<file path="config.mk">
export PLATFORM = sky130hd
export DESIGN_NAME = boot_loader_ctrl
export DESIGN_NICKNAME = d
export VERILOG_FILES = /design/src/rtl/boot_pkg.sv /design/src/rtl/boot_timeout.sv /design/src/rtl/boot_loader_ctrl.sv
export SDC_FILE = /design/constraint.sdc
export NUM_CORES = 1
export LEC_CHECK = 0
export ABC_AREA = 0
export CORE_MARGIN = 1.5
export CORE_UTILIZATION = 23
export CTS_BUF_LIST = sky130_fd_sc_hd__clkbuf_2
export DETAILED_ROUTE_END_ITERATION = 16
export DONT_BUFFER_PORTS = 1
export PLACE_DENSITY_LB_ADDON = 0.1
export REMOVE_ABC_BUFFERS = 1
export SYNTH_ARGS = -nofsm -noshare
export SYNTH_HDL_FRONTEND = slang
export SYNTH_SLANG_ARGS = --single-unit
</file>
<file path="constraint.sdc">
create_clock -name clk -period 2.5 [get_ports clk]
set_input_delay 0.375 -clock clk [delete_from_list [all_inputs] [get_ports clk]]
set_output_delay 0.375 -clock clk [all_outputs]
set_load 0.02 [all_outputs]
</file>
<file path="src/rtl/boot_pkg.sv">
// Shared types and protocol byte values for the serial boot loader.
package boot_pkg;

  typedef enum logic [2:0] {
    ST_IDLE,
    ST_CMD,
    ST_LEN,
    ST_DATA_HI,
    ST_DATA_LO,
    ST_CSUM,
    ST_RUN,
    ST_REPLY
  } boot_state_e;

  localparam logic [7:0] BYTE_SYNC  = 8'h55;
  localparam logic [7:0] BYTE_LOAD  = 8'h01;
  localparam logic [7:0] BYTE_RUN   = 8'h02;
  localparam logic [7:0] BYTE_STAT  = 8'h03;
  localparam logic [7:0] BYTE_ACK   = 8'h06;
  localparam logic [7:0] BYTE_NAK   = 8'h15;
  localparam logic [7:0] BYTE_ABORT = 8'h1B;
  localparam logic [7:0] BYTE_CAN   = 8'h18;

endpackage

</file>
<file path="src/rtl/boot_timeout.sv">
// Inter-byte watchdog: down-counter reloaded on clr or while idle,
// expired flags the terminal count while enabled.
module boot_timeout #(
  parameter int unsigned TIMEOUT_CYC = 1_000_000
) (
  input  logic clk,
  input  logic rst_n,
  input  logic clr,
  input  logic en,
  output logic expired
);

  localparam int unsigned CNT_W = (TIMEOUT_CYC > 1) ? $clog2(TIMEOUT_CYC) : 1;
  localparam logic [CNT_W-1:0] CNT_LOAD = CNT_W'(TIMEOUT_CYC - 1);
  localparam logic [CNT_W-1:0] CNT_ONE  = CNT_W'(1);

  logic [CNT_W-1:0] cnt;

  // Reload while disabled or on every received byte, otherwise count down to zero and hold.
  always_ff @(posedge clk or negedge rst_n) begin
    if (!rst_n) begin
      cnt <= '0;
    end else if (clr || !en) begin
      cnt <= CNT_LOAD;
    end else if (cnt != '0) begin
      cnt <= cnt - CNT_ONE;
    end
  end

  assign expired = en && (cnt == '0);

endmodule

</file>
<file path="src/rtl/boot_loader_ctrl.sv">
// Serial boot loader: parses SYNC-prefixed frames from the UART, writes
// program words, releases/holds the core and returns one reply byte per command.
//
// state      | meaning
// IDLE       | waiting for SYNC, other bytes ignored
// CMD        | waiting for command byte
// LEN        | waiting for word count
// DATA_HI    | waiting for high byte of next word
// DATA_LO    | waiting for low byte, completes and writes the word
// CSUM       | waiting for XOR checksum of all data bytes
// RUN        | core released, waiting for halt/done or ABORT
// REPLY      | holding tx byte until the transmitter takes it
module boot_loader_ctrl
  import boot_pkg::*;
#(
  parameter int unsigned ADDR_BITS   = 8,
  parameter int unsigned TIMEOUT_CYC = 1_000_000
) (
  input  logic                 clk,
  input  logic                 rst_n,
  input  logic [7:0]           rx_data,
  input  logic                 rx_valid,
  output logic [7:0]           tx_data,
  output logic                 tx_valid,
  input  logic                 tx_ready,
  output logic                 mem_we,
  output logic [ADDR_BITS-1:0] mem_addr,
  output logic [15:0]          mem_wdata,
  output logic                 cpu_rst,
  input  logic                 cpu_halt,
  input  logic                 cpu_done,
  output logic                 busy,
  output logic                 err
);

  localparam logic [ADDR_BITS-1:0] ADDR_ONE = ADDR_BITS'(1);

  boot_state_e state;
  logic [7:0]  word_cnt;
  logic [7:0]  hi_byte;
  logic [7:0]  csum;
  logic        tmo_en;
  logic        tmo_expired;

  assign tmo_en = state inside {ST_CMD, ST_LEN, ST_DATA_HI, ST_DATA_LO, ST_CSUM};

  boot_timeout #(
    .TIMEOUT_CYC(TIMEOUT_CYC)
  ) u_timeout (
    .clk     (clk),
    .rst_n   (rst_n),
    .clr     (rx_valid),
    .en      (tmo_en),
    .expired (tmo_expired)
  );

  // Frame parser, memory write path, core hold and reply handshake.
  always_ff @(posedge clk or negedge rst_n) begin
    if (!rst_n) begin
      state     <= ST_IDLE;
      cpu_rst   <= 1'b1;
      tx_valid  <= 1'b0;
      tx_data   <= '0;
      mem_we    <= 1'b0;
      mem_addr  <= '0;
      mem_wdata <= '0;
      busy      <= 1'b0;
      err       <= 1'b0;
      word_cnt  <= '0;
      hi_byte   <= '0;
      csum      <= '0;
    end else begin
      mem_we <= 1'b0;
      err    <= 1'b0;
      // Address advances after the write cycle so mem_addr is valid alongside mem_we.
      if (mem_we) mem_addr <= mem_addr + ADDR_ONE;

      case (state)
        ST_IDLE: begin
          if (rx_valid && rx_data == BYTE_SYNC) begin
            state <= ST_CMD;
            busy  <= 1'b1;
          end
        end
        ST_CMD: begin
          if (rx_valid) begin
            case (rx_data)
              BYTE_LOAD: state <= ST_LEN;
              BYTE_RUN: begin
                state   <= ST_RUN;
                cpu_rst <= 1'b0;
              end
              BYTE_STAT: begin
                state    <= ST_REPLY;
                tx_data  <= {6'b0, cpu_halt, cpu_done};
                tx_valid <= 1'b1;
              end
              default: begin
                state    <= ST_REPLY;
                tx_data  <= BYTE_NAK;
                tx_valid <= 1'b1;
              end
            endcase
          end
        end
        ST_LEN: begin
          if (rx_valid) begin
            csum     <= '0;
            word_cnt <= rx_data;
            if (rx_data == 8'd0) begin
              state <= ST_CSUM;
            end else begin
              mem_addr <= '0;
              state    <= ST_DATA_HI;
            end
          end
        end
        ST_DATA_HI: begin
          if (rx_valid) begin
            hi_byte <= rx_data;
            csum    <= csum ^ rx_data;
            state   <= ST_DATA_LO;
          end
        end
        ST_DATA_LO: begin
          if (rx_valid) begin
            mem_wdata <= {hi_byte, rx_data};
            mem_we    <= 1'b1;
            csum      <= csum ^ rx_data;
            word_cnt  <= word_cnt - 8'd1;
            state     <= (word_cnt == 8'd1) ? ST_CSUM : ST_DATA_HI;
          end
        end
        ST_CSUM: begin
          if (rx_valid) begin
            state    <= ST_REPLY;
            tx_data  <= (rx_data == csum) ? BYTE_ACK : BYTE_NAK;
            tx_valid <= 1'b1;
          end
        end
        ST_RUN: begin
          // A halted/finished core takes priority over a simultaneous ABORT.
          if (cpu_halt || cpu_done) begin
            cpu_rst  <= 1'b1;
            state    <= ST_REPLY;
            tx_data  <= {6'b100000, cpu_halt, cpu_done};
            tx_valid <= 1'b1;
          end else if (rx_valid && rx_data == BYTE_ABORT) begin
            cpu_rst  <= 1'b1;
            state    <= ST_REPLY;
            tx_data  <= BYTE_CAN;
            tx_valid <= 1'b1;
          end
        end
        ST_REPLY: begin
          if (tx_valid && tx_ready) begin
            tx_valid <= 1'b0;
            state    <= ST_IDLE;
            busy     <= 1'b0;
          end
        end
        default: begin
          state <= ST_IDLE;
          busy  <= 1'b0;
        end
      endcase

      // A byte arriving on the expiry cycle is processed above and restarts the count.
      if (tmo_expired && !rx_valid) begin
        state <= ST_IDLE;
        busy  <= 1'b0;
        err   <= 1'b1;
      end
    end
  end

endmodule

</file>
==> results.toml <==
[synth]
synth_common_cells = "dfrtp_1, a21oi_1, nand2_1"
yosys_warnings = 0
yosysMostFrequentCell = "dfrtp_1"
avgSynthCellArea_um2 = 9.82
yosys.area.top_type_share_pct = 46.7
syn_area_um2 = 4340
async_flop_share_pct = 100
synth-seq-cells = 82
ys_seq_area_share_pct = 47.3
synth_cell_types = 61
synthCells = 442
synthFlopType = "dfrtp_1"
synth_edf_count = 0
yosys-top-cells-area = "dfrtp_1, mux2_2, a21oi_1, nand2_1, xor2_1"
synth_top_cell_by_area = "dfrtp_1"

[sta]
max_freq_mhz = 427
rsz0062_at_grt = "false"
maxSlewViolCount = 0
tightest_slew_ns = 0.778
fin_skew_ns = 0.0493
final.setup.worst_slack_ns = 0.159
setup_viol = 0
min_period_ns = 2.34
slew_headroom_pct = 47.9
hold_viol = 0
period_share_pct = 93.6
setup_tns_ns = 0

[clock_tree]
cts_tree = "built"
cts-buffers-inserted = 9
cts.htree.levels = 3
cts_sinks = 82
clock_latency_ns = 0.61
clk_path_buf_depth = 2
path_clk_slew_ns = 0.27
cts_setup_buffers = 0
cts_root_buf = "clkbuf_2"

[layout]
final_core_util_pct = 26.2
synthToLayoutAreaGrowth_pct = 12.3
drive_above_1_share_pct = 14.4
finalInstanceArea_um2 = 4870
nets = 473

[critical_path]
worstSetupStartpoint = "state[1]"
endpoint_kind = "flip-flop"
cp_cell_sequence = "buf_4, nor3b_1, buf_4, a21oi_1, buf_4, o21ai_0, a21oi_1, dlygate4sd3_1"
start_kind = "flip-flop"
cp_slowest_stage_delay_ns = 0.61
critical_path.slowest_cell = "dlygate4sd3_1"
path_max_fanout = 10
cp_common_cell = "buf_4"
path_class = "flip-flop to flip-flop"
required_ns = 3.03
timing.rr.start = "state[1]"
cp.arrival_ns = 2.87

[power_and_ir_drop]
power.internal_mw = 2.78
comb_power_share_pct = 33.7
ir_drop_v = 0.000337
clock_power_share_pct = 15.2
p_switching_mw = 2.17
powerDensity_nw_per_um2 = 1020
p_sw_share_pct = 43.8
pwr-share-seq_pct = 51.1
leakage_nw = 1.95

[die]
num_rows = 50
dieArea_um2 = 19700
core-area_um2 = 18600
io_pins = 51
fp.dieH_um = 140
start_util_pct = 23.4
die_w_um = 140

[hold_path]
hold_class = "input pin to flip-flop"
hp-start = "rx_data[5]"

[global_route]
grt_max_degree = 83
grt_pass1_vias = 3482
grt_overflow_total = 0
antenna_found_initial = 1
grt_pass1_wl_um = 20000
grtUsageTotal_pct = 13.3

[job]
max_cap_viol_count = 0

[place]
routabilityCongestion = 0.779
dp_slack_ns = 0.274
dp_hpwl_um = 7890
placedInstanceArea_um2 = 4590
io_buffers = 0

[route]
drtAntennaViolNets = 0
drt_pass1_iterations = 4
drcViolationCount = 0
wirelength_um = 12400
wl_per_cell_um = 17.9
viasPerCell = 4.90
drtIter0Drc = 148
num_vias = 3405

[status]
status = "complete, no violations"
## critical path, delay by kind of cell, from the launching register on
| family | cells | cell delay (ns) |
|---|---|---|
| and+or+nand+nor | 1 | 0.21 |
| buffers and inverters | 4 | 1.19 |
| AOI/OAI and AO/OA | 3 | 0.31 |
| DFF | 1 | 0.55 |
## layout by cell type, fill, tap and decap left out, drive strengths merged, types with 4 or more instances in the layout
master / instances
mux2i: 7
and4: 5
mux2: 26
and3: 5
xor2: 14
or3: 7
o21ai: 29
inv: 19
nor2: 29
buf: 12
xnor2: 4
clkbuf: 12
a31oi: 5
dlygate4sd3: 13
nor3: 14
dfrtp: 81
nor4: 8
nand3: 9
ha: 5
a21oi: 45
o22ai: 7
nand4: 17
nand2: 37
## timing repair
action,4_1_cts,5_1_grt
hold buffers,14,0
resized for setup,0,2
hold endpoints to repair,116,0
setup endpoints to repair,0,1
## flip-flops by register name, summed over array words and instances (netlist names)
name,cells
tx_data,6
cpu_rst,1
tx_valid,1
state,3
hi_byte,8
u_timeout.cnt,20
busy,1
word_cnt,8
mem_wdata,16
mem_addr,8
err,1
csum,8
mem_we,1
## logic make-up (layout without fill, tap and decap cells)
family                     after synthesis  count (layout)  share of synthesized area, %
and+or+nand+nor                        147             147                          19.0
muxes                                   33              33                          8.36
buffers and inverters                   44              60                          4.50
other                                    1               4                        0.0864
adders and majority gates                5               5                          1.44
AOI/OAI and AO/OA                      112             112                          15.7
DFF                                     82              82                          47.3
xor gates and xnor gates                18              18                          3.63
## power groups by stage
stage                     sequential [mW]  clock, mW  combinational, mW
after global placement               2.56          0               1.57
after detailed placement             2.56          0               1.59
after global routing                 2.61      0.836               1.90
after CTS                            2.53      0.790               1.69
final                                2.53      0.752               1.67
after floorplan                      2.45          0               1.14
## metrics by stage
step | instances | total power [mW] | hold WS, ns
6_report | 695 | 4.95 | 0.0721
2_1_floorplan | 418 | 3.59 | 0.0794
3_5_place_dp | 663 | 4.15 | 0.0837
5_1_grt | 695 | 5.35 | 0.0483
4_1_cts | 693 | 5.01 | 0.00408
3_3_place_gp | 663 | 4.13 | 0.0839
## worst paths after layout
check                      slack [ns]  cells after the start               end
max reg2reg                      0.16                      8           csum[4]
min in group asynchronous        0.31                      2       word_cnt[4]
max in group asynchronous        1.81                      2  u_timeout.cnt[0]
min reg2reg                      0.52                      1      mem_wdata[9]
max                              0.16                      8           csum[4]
min                              0.07                      4           cpu_rst
## cell type report
| cell class | count | area (um^2) |
|---|---|---|
| sequential | 82 | 2060 |
| fill | 1968 | 13700 |
| tap | 234 | 293 |
| inverter | 19 | 71.3 |
| multi-input combinational | 317 | 2090 |
| timing repair buffer | 25 | 240 |
| clock inverter | 4 | 52.6 |
| clock buffer | 12 | 60.1 |
| antenna | 2 | 5.00 |
## metal layers
metal	track usage, %	routed length [um]	vias up	share of wire, %
met4	5.10	180	0	1.5
met3	3.52	800	12	6.4
li1	-	-	1621	-
met2	19.9	5440	78	44
met1	18.3	5990	1694	48
met5	0	0	-	0
Note: power is estimated with default switching activity, not from simulation.
